### config.mk
export PLATFORM = sky130hd
export DESIGN_NAME = rom_word_fetcher
export DESIGN_NICKNAME = d
export VERILOG_FILES = /design/src/rtl/rom_word_fetcher.sv
export SDC_FILE = /design/constraint.sdc
export NUM_CORES = 1
export LEC_CHECK = 0
export CORE_MARGIN = 4
export CORE_UTILIZATION = 39
export DETAILED_ROUTE_END_ITERATION = 7
export MAX_ROUTING_LAYER = met4
export PLACE_DENSITY = 0.86
export SLEW_MARGIN = 20
export SYNTH_ARGS = -nofsm -noshare
export SYNTH_HDL_FRONTEND = slang
export SYNTH_SLANG_ARGS = --single-unit
### constraint.sdc
create_clock -name clk_i -period 2.7 [get_ports clk_i]
set_input_delay 0.54 -clock clk_i [delete_from_list [all_inputs] [get_ports clk_i]]
set_output_delay 0.54 -clock clk_i [all_outputs]
set_load 0.005 [all_outputs]
### src/rtl/rom_word_fetcher.sv
// Sequential ROM word fetcher feeding a serial data converter.
// Walks addresses 0..WORD_COUNT-1, one word per downstream request.
module rom_word_fetcher #(
    parameter int ROM_DATA_WIDTH = 96,
    parameter int ADDR_WIDTH     = 5,
    parameter int WORD_COUNT     = 32,
    parameter bit WRAP           = 1'b0
) (
    input  logic                      clk_i,
    input  logic                      rst_i,
    input  logic                      start_i,
    input  logic                      ready_read_i,
    input  logic [ROM_DATA_WIDTH-1:0] rom_q_i,
    output logic [ADDR_WIDTH-1:0]     rom_addr_o,
    output logic [ROM_DATA_WIDTH-1:0] rom_data_o,
    output logic                      data_valid_o,
    output logic                      busy_o,
    output logic                      done_o
);

    typedef enum logic [2:0] {
        IDLE    = 3'd0,
        ISSUE   = 3'd1,
        CAPTURE = 3'd2,
        HOLD    = 3'd3,
        DONE    = 3'd4
    } state_e;

    localparam logic [ADDR_WIDTH-1:0] LAST_ADDR = ADDR_WIDTH'(WORD_COUNT - 1);

    state_e                    state_q, state_d;
    logic [ADDR_WIDTH-1:0]     addr_q, addr_d;
    logic [ROM_DATA_WIDTH-1:0] data_q, data_d;
    logic                      valid_q, valid_d;
    logic                      busy_q, busy_d;
    logic                      done_q, done_d;
    logic                      armed_q, armed_d;

    logic start_acc;
    logic req_acc;
    logic last_word;

    assign start_acc = start_i && (state_q == IDLE || state_q == DONE);
    assign req_acc   = (state_q == HOLD) && ready_read_i && armed_q;
    assign last_word = (addr_q == LAST_ADDR);

    always_ff @(posedge clk_i) begin
        if (rst_i) begin
            state_q <= IDLE;
            addr_q  <= '0;
            data_q  <= '0;
            valid_q <= 1'b0;
            busy_q  <= 1'b0;
            done_q  <= 1'b0;
            armed_q <= 1'b1;
        end else begin
            state_q <= state_d;
            addr_q  <= addr_d;
            data_q  <= data_d;
            valid_q <= valid_d;
            busy_q  <= busy_d;
            done_q  <= done_d;
            armed_q <= armed_d;
        end
    end

    always_comb begin
        state_d = state_q;
        case (state_q)
            IDLE, DONE: if (start_acc) state_d = ISSUE;
            ISSUE:      state_d = CAPTURE;
            CAPTURE:    state_d = HOLD;
            HOLD: begin
                if (req_acc) begin
                    state_d = (last_word && !WRAP) ? DONE : ISSUE;
                end
            end
            default:    state_d = IDLE;
        endcase
    end

    always_comb begin
        addr_d  = addr_q;
        data_d  = data_q;
        valid_d = valid_q;
        armed_d = armed_q;
        if (start_acc) begin
            addr_d  = '0;
            armed_d = 1'b0;
        end
        if (state_q == CAPTURE) begin
            data_d  = rom_q_i;
            valid_d = 1'b1;
        end
        if (req_acc) begin
            valid_d = 1'b0;
            armed_d = 1'b0;
            if (!last_word) begin
                addr_d = addr_q + ADDR_WIDTH'(1);
            end else if (WRAP) begin
                addr_d = '0;
            end
        end
        // A low request level always re-arms, so a held-high level counts once.
        if (!ready_read_i) armed_d = 1'b1;
        busy_d = (state_d == ISSUE) || (state_d == CAPTURE) || (state_d == HOLD);
        done_d = (state_d == DONE);
    end

    assign rom_addr_o   = addr_q;
    assign rom_data_o   = data_q;
    assign data_valid_o = valid_q;
    assign busy_o       = busy_q;
    assign done_o       = done_q;

endmodule

==> run_results.csv <==
group,metric,value,unit
timing,whs,458,ps
logic_synthesis,syn_inst,480,
global_routing,grt_pass1_vias,3893,
drt,post_drt_via_cell_ratio,4.93,
cts,cts.sinks,108,
drt,wl_per_cell,14.6,um
worst_setup_path,critical_path.endpoint_type,"flop",
power_and_ir_drop,power_frac_clock,30.8,%
timing,fin_tns_setup,0,ps
timing,setup_viol,0,
flow_run,max_cap_viol_count,0,
power_and_ir_drop,leakagePower,2.14,nW
place,hpwlAfterDp,8510,um
logic_synthesis,yosysTopAreaCellShare,56.3,%
power_and_ir_drop,power_density,550,nW/um2
worst_setup_path,path_delay_family,"simple AND/OR/NAND/NOR gates",
final_layout,antenna_cells,0,
cts,clk_latency,360,ps
timing,tightest_slew,584,ps
worst_setup_path,max_stage_delay,510,ps
timing,hold_viol,0,
place,dp_slack,472,ps
cts,cts_resized,0,
final_layout,fillCellCount,768,
logic_synthesis,yosys.area_share.adder,0.651,%
floorplanning,io_pins,204,
timing,relSlewSlack,61.1,%
power_and_ir_drop,sequentialPowerShare,51.3,%
logic_synthesis,ys_top_cells_by_count,"nand2_1 (194), dfxtp_1 (108), a21oi_1 (101), clkbuf_1 (26), buf_2 (6)",
place,portBuffers,203,
cts,tritoncts.num_buffers,9,
floorplanning,die_h,107,um
worst_setup_path,critPathSlowestCell,"or4_1",
worst_setup_path,crit_chain,"ha_1 > and3_1 > ha_1 > or3b_1 > or4_1 > a31oi_1",
final_layout,area_growth,60.2,%
cts,post_cts_buffers,0,
global_routing,track_usage,20.0,%
worst_setup_path,critPathArrivalTime,2560,ps
final_layout,nets,764,
worst_setup_path,cp_max_fo,7,
drt,drc,0,
cts,cts_tree,"built",
drt,final_antenna_net_count,0,
logic_synthesis,muxShareOfSynthArea,0,%
floorplanning,chipWidth,107,um
global_routing,overflow,0,
drt,vias,3925,
floorplanning,die_area,11500,um2
min_path,hold_class,"flop to flop",
drt,drt-initial-drc-count,183,
worst_setup_path,critPathKind,"flop to flop",
logic_synthesis,ys_async_sr_fraction,0,%
floorplanning,core-area,9420,um2
timing,fmax,440,MHz
logic_synthesis,synth_nets,582,
cts,cts_buffer_depth,2,
timing,finalCritPeriodShare,84.2,%
floorplanning,start_util,40.8,%
timing,slew_viol_final,0,
cts,cts_max_level,3,
drt,drt_wl_total,11600,um
timing,skew,16.3,ps
timing,setup_ws,425,ps
place,place.gp.congestion,0.863,
cts,root_buffer,"clkbuf_8",
logic_synthesis,synthXorXnorAreaFrac,0,%
logic_synthesis,ys_seq_elements,108,
logic_synthesis,synth-simple-area-share,22.9,%
logic_synthesis,yosysTopAreaCell,"dfxtp_1",
logic_synthesis,synth_top_flop_cell,"dfxtp_1",
cts,postCtsHoldBufs,0,
logic_synthesis,yosysSeqAreaShare,56.3,%
power_and_ir_drop,power,3.39,mW
place,placedCellCount,780,
logic_synthesis,synth-edff-count,0,
cts,clkSlewWorstSetupHoldPaths,100,ps
final_layout,drive_above_1_share,3.75,%
timing,fin_crit,2270,ps
global_routing,grt_pass1_wl,18100,um
logic_synthesis,synth-compound-area-share,15.9,%
floorplanning,rows,35,
outcome,outcome,"finished clean",
power_and_ir_drop,power_frac_comb,17.9,%
worst_setup_path,path_buf_inv,0,
final_layout,stdcell_count,796,
final_layout,final_cell_area,6150,um2
final_layout,fin_util,65.4,%
power_and_ir_drop,switching_share,25.4,%
power_and_ir_drop,switchingPower,0.861,mW
logic_synthesis,synth_top_family_by_area,"simple AND/OR/NAND/NOR gates",
timing,rsz0062_at_grt,"no",
power_and_ir_drop,ir_drop,0.000325,V
global_routing,grt_max_degree,57,
logic_synthesis,synth.most_common_cell,"nand2_1",
worst_setup_path,worst_path_most_repeated_cell,"ha_1",
logic_synthesis,synth_area_per_cell,8.00,um2
place,placed_area,5940,um2
logic_synthesis,synth.area.top_cells,"dfxtp_1 (56%), nand2_1 (19%), a21oi_1 (13%), clkbuf_1 (2.5%), o211ai_1 (0.98%)",
worst_setup_path,start_kind,"flop",
logic_synthesis,synth.cell_area,3840,um2
worst_setup_path,cp.required,2980,ps
drt,dr.pass1.iters,4,
power_and_ir_drop,p_int,2.53,mW
logic_synthesis,ys_warn_count,0,
logic_synthesis,synth_cell_types,34,
global_routing,antenna_found_initial,0,
registers in the layout (all words and copies together), names as in the netlist:
register	count
armed_q	1
busy_o	1
data_valid_o	1
done_o	1
rom_addr_o	5
rom_data_o	96
state_q	3
metal layers:
metal | global-route usage (%) | share of wire, % | vias up
li1 | - | - | 1931
met4 | 6.76 | 1.9 | 0
met2 | 34.6 | 49 | 168
met3 | 5.60 | 8.7 | 19
met1 | 22.1 | 41 | 1807
met5 | - | 0 | -
area by class of cell:
cell class	instances	area, um2	area share [%]
multi-input combinational	333	1530	24.8
sequential	108	2160	35.1
clock buffer	11	151	2.46
timing repair buffer	208	2080	33.8
tap	129	161	2.62
inverter	2	7.51	0.122
clock inverter	5	66.3	1.08
layout by cell type (no fill, tap or decap), types with 2 or more instances in the layout:
master / instances
clkdlybuf4s50_1: 202
nand2_1: 194
dfxtp_1: 108
a21oi_1: 101
clkbuf_8: 11
o211ai_1: 5
buf_4: 5
nand3_1: 4
and3_1: 2
a31oi_1: 2
nand4b_1: 2
inv_1: 2
nor3_1: 2
ha_1: 2
power groups by stage:
stage	Combinational (mW)	Clock, mW	Sequential [mW]
after floorplan	0.225	0	1.78
after global placement	0.598	0	1.77
after detailed placement	0.609	0	1.77
after CTS	0.613	1.07	1.74
after global routing	0.662	1.14	1.75
final	0.607	1.04	1.74
final timing paths:
| kind | from | end | slack, ps | depth (start not counted) |
|---|---|---|---|---|
| setup / recovery | rom_addr_o[0] | rom_addr_o[3] | 430 | 6 |
| hold / removal | rom_data_o[5] | rom_data_o[5] | 460 | 2 |
| hold reg to reg | rom_data_o[5] | rom_data_o[5] | 460 | 2 |
| setup reg to reg | rom_addr_o[0] | rom_addr_o[3] | 430 | 6 |
kinds of logic after synthesis:
| group | Yosys count |
|---|---|
| and+or+nand+nor | 216 |
| buffers and inverters | 39 |
| DFF | 108 |
| adders and majority gates | 2 |
| AOI/OAI and AO/OA | 115 |
worst min-delay path: cells and delay by family, from the launching register on:
| family | cells | cell delay (ps) |
|---|---|---|
| flops | 1 | 320 |
| simple gates | 1 | 50 |
| compound gates | 1 | 50 |
Note: power is estimated with default switching activity, not from simulation.
